File: src/rtl/hilo_muldiv_unit.sv
// hilo_muldiv_unit: MULT/MULTU/DIV/DIVU engine that owns HI/LO and accepts MTHI/MTLO writes.
// Define HILO_MULDIV_DIV_EN to build the restoring divider; without it DIV/DIVU finish at once with HI/LO untouched.
module hilo_muldiv_unit #(
  parameter int WIDTH   = 32,
  parameter int MUL_LAT = 4
) (
  input  logic             clk,
  input  logic             reset,
  input  logic             start,
  input  logic [1:0]       op,
  input  logic [WIDTH-1:0] a,
  input  logic [WIDTH-1:0] b,
  input  logic             hi_we,
  input  logic             lo_we,
  input  logic [WIDTH-1:0] wd,
  output logic             busy,
  output logic             done,
  output logic [WIDTH-1:0] hi,
  output logic [WIDTH-1:0] lo
);

  localparam int CW = $clog2(WIDTH + MUL_LAT + 1);

  typedef enum logic [2:0] {S_IDLE, S_MUL, S_DIV, S_FIX, S_DONE} state_t;

  state_t             state, state_nx;
  logic [CW-1:0]      cnt;
  logic [WIDTH-1:0]   mag_a, mag_b;
  logic               neg_q;
  logic               accept, sgn, mul_last, wr_ok;
  logic [2*WIDTH-1:0] prod_mag, prod;

  assign accept   = start && (state == S_IDLE || state == S_DONE);
  assign wr_ok    = !start && (state == S_IDLE || state == S_DONE);
  assign sgn      = ~op[0];
  assign mul_last = (state == S_MUL) && (cnt == CW'(MUL_LAT - 1));
  assign prod_mag = (2*WIDTH)'(mag_a) * (2*WIDTH)'(mag_b);
  assign prod     = neg_q ? -prod_mag : prod_mag;

`ifdef HILO_MULDIV_DIV_EN
  logic [WIDTH-1:0] rem;
  logic             neg_r, div_zero;
  logic [WIDTH:0]   shifted, trial;

  // mag_a doubles as the dividend shift register and collects quotient bits from the right
  assign shifted = {rem, mag_a[WIDTH-1]};
  assign trial   = shifted - {1'b0, mag_b};
`endif

  always_ff @(posedge clk or negedge reset) begin
    if (!reset) state <= S_IDLE;
    else        state <= state_nx;
  end

  always_comb begin
    state_nx = state;
    unique case (state)
      S_IDLE, S_DONE: begin
        state_nx = S_IDLE;
        if (start) begin
`ifdef HILO_MULDIV_DIV_EN
          state_nx = op[1] ? S_DIV : S_MUL;
`else
          state_nx = op[1] ? S_DONE : S_MUL;
`endif
        end
      end
      S_MUL: if (cnt == CW'(MUL_LAT - 1)) state_nx = S_DONE;
`ifdef HILO_MULDIV_DIV_EN
      S_DIV: if (cnt == CW'(WIDTH - 1)) state_nx = S_FIX;
      S_FIX: state_nx = S_DONE;
`endif
      default: state_nx = S_IDLE;
    endcase
  end

  always_comb begin
    busy = (state == S_MUL) || (state == S_DIV) || (state == S_FIX);
    done = (state == S_DONE);
  end

  always_ff @(posedge clk or negedge reset) begin
    if (!reset) begin
      cnt      <= '0;
      mag_a    <= '0;
      mag_b    <= '0;
      neg_q    <= 1'b0;
      hi       <= '0;
      lo       <= '0;
`ifdef HILO_MULDIV_DIV_EN
      rem      <= '0;
      neg_r    <= 1'b0;
      div_zero <= 1'b0;
`endif
    end else begin
      if (accept) begin
        cnt      <= '0;
        mag_a    <= (sgn && a[WIDTH-1]) ? -a : a;
        mag_b    <= (sgn && b[WIDTH-1]) ? -b : b;
        neg_q    <= sgn && (a[WIDTH-1] ^ b[WIDTH-1]);
`ifdef HILO_MULDIV_DIV_EN
        rem      <= '0;
        neg_r    <= sgn && a[WIDTH-1];
        div_zero <= (b == '0);
      end else if (state == S_DIV) begin
        cnt <= cnt + CW'(1);
        if (!trial[WIDTH]) begin
          rem   <= trial[WIDTH-1:0];
          mag_a <= {mag_a[WIDTH-2:0], 1'b1};
        end else begin
          rem   <= shifted[WIDTH-1:0];
          mag_a <= {mag_a[WIDTH-2:0], 1'b0};
        end
`endif
      end else if (state == S_MUL) begin
        cnt <= cnt + CW'(1);
      end

      if (mul_last) begin
        hi <= prod[2*WIDTH-1:WIDTH];
        lo <= prod[WIDTH-1:0];
      end
`ifdef HILO_MULDIV_DIV_EN
      // divide by zero leaves an all-ones quotient unsigned; the remainder already equals a
      else if (state == S_FIX) begin
        hi <= neg_r ? -rem : rem;
        lo <= div_zero ? '1 : (neg_q ? -mag_a : mag_a);
      end
`endif
      else if (wr_ok) begin
        if (hi_we) hi <= wd;
        if (lo_we) lo <= wd;
      end
    end
  end

endmodule
File: config.mk
export PLATFORM = sky130hd
export DESIGN_NAME = hilo_muldiv_unit
export DESIGN_NICKNAME = d
export VERILOG_FILES = /design/src/rtl/hilo_muldiv_unit.sv
export SDC_FILE = /design/constraint.sdc
export NUM_CORES = 2
export LEC_CHECK = 0
export CAP_MARGIN = 20
export CORE_UTILIZATION = 55
export DETAILED_ROUTE_END_ITERATION = 7
export PLACE_DENSITY_LB_ADDON = 0.05
export SLEW_MARGIN = 15
export SYNTH_ARGS = -nofsm -noshare
export SYNTH_HDL_FRONTEND = slang
export SYNTH_SLANG_ARGS = --single-unit
File: constraint.sdc
create_clock -name clk -period 15.2 [get_ports clk]
set_input_delay 3.04 -clock clk [delete_from_list [all_inputs] [get_ports clk]]
set_output_delay 3.04 -clock clk [all_outputs]
set_load 0.03 [all_outputs]
Yosys cells after proc, flatten, opt, wreduce, memory -nomap -nowiden
Cells that the tools add are included.
Storage, ports and cells
  register bits: 138
  logic and storage cells: 53
Cells by class
  $add $sub $neg: 4
  $mul: 1
  equal/unequal tests: 6
  muxes and demuxes: 15
  bitwise operators: 2
  reduce and logical (&&, ||, !) cells: 18
Operators by type and width (number)
  two-way mux 32 bit: 8
  multiplier 32 x 32 -> 64 bit: 1
  two-way mux 64 bit: 1
  negator 32 bit: 2
  negator 64 bit: 1
  two-way mux 6 bit: 2
  two-way mux 3 bit: 3
  nonzero test 2 bit: 4
  adder 6 x 1 -> 6 bit (second input constant): 1
  equality test 3 x 2 -> 1 bit (second input constant): 2
  equality test 6 x 2 -> 1 bit (second input constant): 1
  logical AND 1 bit: 6
  one-hot mux 3 bit (2 select lines): 1
  AND reduction 2 bit: 2
  equality test 3 x 1 -> 1 bit (second input constant): 1
  equality test 3 bit (second input constant): 1
  zero test 3 bit: 1
  logical OR 1 bit: 3
  != test 2 x 1 -> 1 bit (second input constant): 1
  OR reduction 2 bit: 1
  zero test 1 bit: 1
  inverter 1 bit: 1
  XOR 1 bit: 1

Depth between registers and ports, before layout
  depth after elaboration: 5
  mapped depth: 31
  depth with buffers taken out: 28

Least setup slack after synthesis
Ideal clock, no wire load.
  kind: register to register
  start: reg mag_b[9]
  end: reg hi[30]
  library setup time: 129 ps
  arrival time: 8081 ps
  required time: 15071 ps
  setup slack: 6989 ps
  stages on the path, launching flop included: 29
  path buffers: 2
  path through: dfrtp_1 -> clkbuf_1 -> and2_1 -> fa_1 -> fa_1 -> inv_1 -> fa_1 -> fa_1 -> inv_1 -> fa_1 -> fa_1 -> fa_1 -> inv_1 -> fa_1 -> inv_1 -> ha_1 -> clkbuf_1 -> nand4_1 -> nor3_1 -> a22oi_1 -> a21boi_0 -> a311oi_1 -> o311ai_1 -> o211ai_1 -> nor4_2 -> nand4_1 -> o41ai_1 -> xor2_1 -> o21ai_1
Between the ends
  word-level cells in the longest chain between the ends: 4
RTL lines
  start, declared: RTL line 28  | logic [WIDTH-1:0] mag_a, mag_b;
  start signal, assigned: RTL line 99  | mag_b <= (sgn && b[WIDTH-1]) ? -b : b;
  multiplier 32 x 32 -> 64 bit *: RTL line 37  | assign prod_mag = (2*WIDTH)'(mag_a) * (2*WIDTH)'(mag_b);
  negator 64 bit: RTL line 38  | assign prod = neg_q ? -prod_mag : prod_mag;
  two-way mux 64 bit *: RTL line 38
  two-way mux 32 bit *: RTL line 119  | if (mul_last) begin
  end signal, assigned: RTL line 120  | hi <= prod[2*WIDTH-1:WIDTH];
  end signal, assigned: RTL line 131  | if (hi_we) hi <= wd;
  end, declared: RTL line 18  | output logic [WIDTH-1:0] hi,
Mark *: on every way between the ends. The rest lies on a longest branch, timed or not.
A chain may end at the register's enable or synchronous reset.

Final worst setup path
  start: reg mag_b[8]
  end: reg hi[30]
Same word-level chain as after synthesis.

==> impl_results.md <==
* Pin count of the biggest net entering global routing at ~90
* ANT nets after route at 0
* Filler instances at just under 7000
* Post-synthesis cell count at 4840
* Status: finished clean
* DRC at 0
* Yosys cell types at 86
* # clock sinks at 137
* Post-synthesis register bit count at 137
* Post-CTS resize count at 0
* Hold Crit Class: reg -> reg
* Overall Global Routing Usage at 0.347
* PnR worst setup slack at 5.37 ns
* Area of the multi-input gates at around 0.035 mm2
* Critical path peak fanout at 21
* R2r setup slk at 5.37 ns
* Pre-CTS setup slack at 5.29 ns
* Yosys top cell area share at 0.420
* Min Tclk post-route at 9.83 ns
* Reg clk slew, reported paths at roughly 0.1 ns
* Final hold violation count at 0
* Placeable Area at about 0.076 mm2
* H-tree depth at 4
* Initial Utilization at 0.559
* Top FF cell, synth: dfrtp_1
* Clk root buf: clkbuf_16
* Worst Path Arrival at a little over 10 ns
* First-pass GRT wire length at 207 mm
* Io pins at 169
* Top cells by area, synth: fa_1 42%, and2_1 8.9%, dfrtp_1 8.0%
* Async SR Flop Fraction at 1.00
* Period Utilization, post-route at 0.647
* GP Congestion at 0.958
* CTS tree: done
* CP max-delay cell: dfrtp_1
* Fmax achieved at 0.102 GHz
* Setup Viol. Count Final at 0
* Worst slew margin at 0.272
* HPWL after DPL at 103 mm
* Die area at 0.0787 mm2
* Layout cell share with drive strength beyond 1 at 0.0315
* Worst setup SP type: flop
* Post-Route Setup TNS at 0 ns
* Kind of critical path: reg -> reg
* Most used cell, CP: fa_1
* Num CTS Buffers at 17
* RSZ-0062 raised after global routing: no
* Global route overflow at 0
* Warnings from Yosys at 0
* Die height at 280 um
* Vias in the first global route at approximately 35000
* Average vias per placed instance at 5.66
* Max Root-Sink Buffers at 2
* Clock Skew at 0.0375 ns
* Worst slew pin tran at about 1.1 ns
* First-pass DRT Iterations at 5
* Area leader, netlist: fa_1
* Mean area per synthesized cell at roughly 8.8 um2
* Initial antenna violation count at 1
* Crit end category: flop
* Seq. cell area at 0.00343 mm2
* Final #Nets at around 6100
* CP max stage delay at between 0.7 and 0.8 ns
* Fin. max-slew vios at 0
* Area Growth Syn to Fin at 7.35%
* 1st-iter DRT viols at ~2400
* Mapped Area at 0.0427 mm2
* EDFF count, synth at 0
* Drt wl/cell at 22.0 um
* IO buf count at between 150 and 200
* DRT Wirelength at 129 mm
* Die extent in x at 280 um
* Max Cap Viol at 0
* Vias at around 33000
* Worst EP required at 15.58 ns
* Seq/Total Area, Yosys at 0.0804
* Row Count at approximately 100
* Post-CTS setup buffer count at 0
* Synth Net Count at between 6000 and 7000
* Worst-Skew Late Latency at 0.52 ns
* # hold bufs at CTS at 0
-- synthesized netlist by cell type (all sizes together), types with 14 or more instances --
cell    number
fa         896
inv        869
nand2      665
and2       607
ha         267
clkbuf     265
o21ai      201
dfrtp      137
a21oi      134
nor2       111
xnor2      108
xor2        47
mux2i       44
nand3       35
nand4       35
nor2b       32
nor3        32
a211oi      31
a21o        28
o31ai       23
nor4        17
or2         17
or3         17
a31oi       16
nand2b      16
buf         15
o211ai      15
and3        14
o41ai       14
-- metal layers --
layer,up-vias,GRT usage,part of all wire
li1,14800,-,-
met1,17100,0.505,0.45
met2,1169,0.533,0.45
met3,140,0.0683,0.076
met4,0,0.0834,0.023
met5,-,0,0
-- cell type report --
type / instances / share of cell area
Multi-Input combinational cell: 3553 / 0.763
Sequential cell: 137 / 0.0750
Inverter: 870 / 0.0713
Timing Repair Buffer: 241 / 0.0492
Tap cell: 1030 / 0.0281
Clock buffer: 17 / 0.00929
Clock inverter: 15 / 0.00434
Antenna cell: 1 / 0.0000546
-- cell families (layout without fill, tap and decap cells) --
logic type | count (synthesis) | count (layout) | synth area share
and+or+nand+nor | 1629 | 1629 | 0.194
adders and majority gates | 1163 | 1163 | 0.499
buffers and inverters | 1150 | 1143 | 0.102
AOI/OAI and AO/OA | 555 | 555 | 0.0812
xor gates and xnor gates | 155 | 155 | 0.0318
DFF | 137 | 137 | 0.0804
muxes | 51 | 51 | 0.0122
other | 0 | 1 | 0
-- stage by stage --
step                area, um2  hold WS (ns)  utilization  std cells
finish                  45800         0.484        0.600       5864
global route            45800         0.527        0.600       5863
CTS                     45800         0.488        0.599       5861
detailed placement      45100         0.471        0.591       5829
global placement        45100         0.462        0.591       5828
floorplan               42700         0.489            -       4840
-- critical path, delay by kind of cell (launching register included) --
| kind | cells | cell delay (ns) |
|---|---|---|
| fa+ha+maj | 9 | 4.62 |
| xor+xnor | 1 | 0.19 |
| buf+inv | 5 | 0.50 |
| compound gates | 7 | 1.70 |
| simple gates | 5 | 1.93 |
| flops | 1 | 0.73 |
-- path summary, 6_finish.rpt --
kind / start / endpoint / cells after the start
max in group asynchronous: reset / mag_b[27] / 2
worst max-delay path: mag_b[8] / hi[30] / 27
worst min register to register: mag_b[25] / mag_b[25] / 2
worst max register to register: mag_b[8] / hi[30] / 27
worst min-delay path: mag_b[25] / mag_b[25] / 2
min in group asynchronous: reset / lo[13] / 1
-- layout by cell type (no fill, tap or decap), drive strengths merged, types with 108 or more instances in the layout --
master and n:
inv 875, ha 267, and2 607, nand2 665, xnor2 108, clkdlybuf4s50 167, fa 896, a21oi 134
o21ai 201, nor2 111, dfrtp 137
-- state kept, by name, indices dropped and copies added (netlist names) --
| signal | cells |
|---|---|
| hi | 32 |
| lo | 32 |
| mag_a | 32 |
| mag_b | 32 |
| cnt | 6 |
| state | 2 |
| neg_q | 1 |
Power is left out: the tool's default activity adds up to more than one toggle a clock period on the data nets, which glitch-free logic cannot reach.
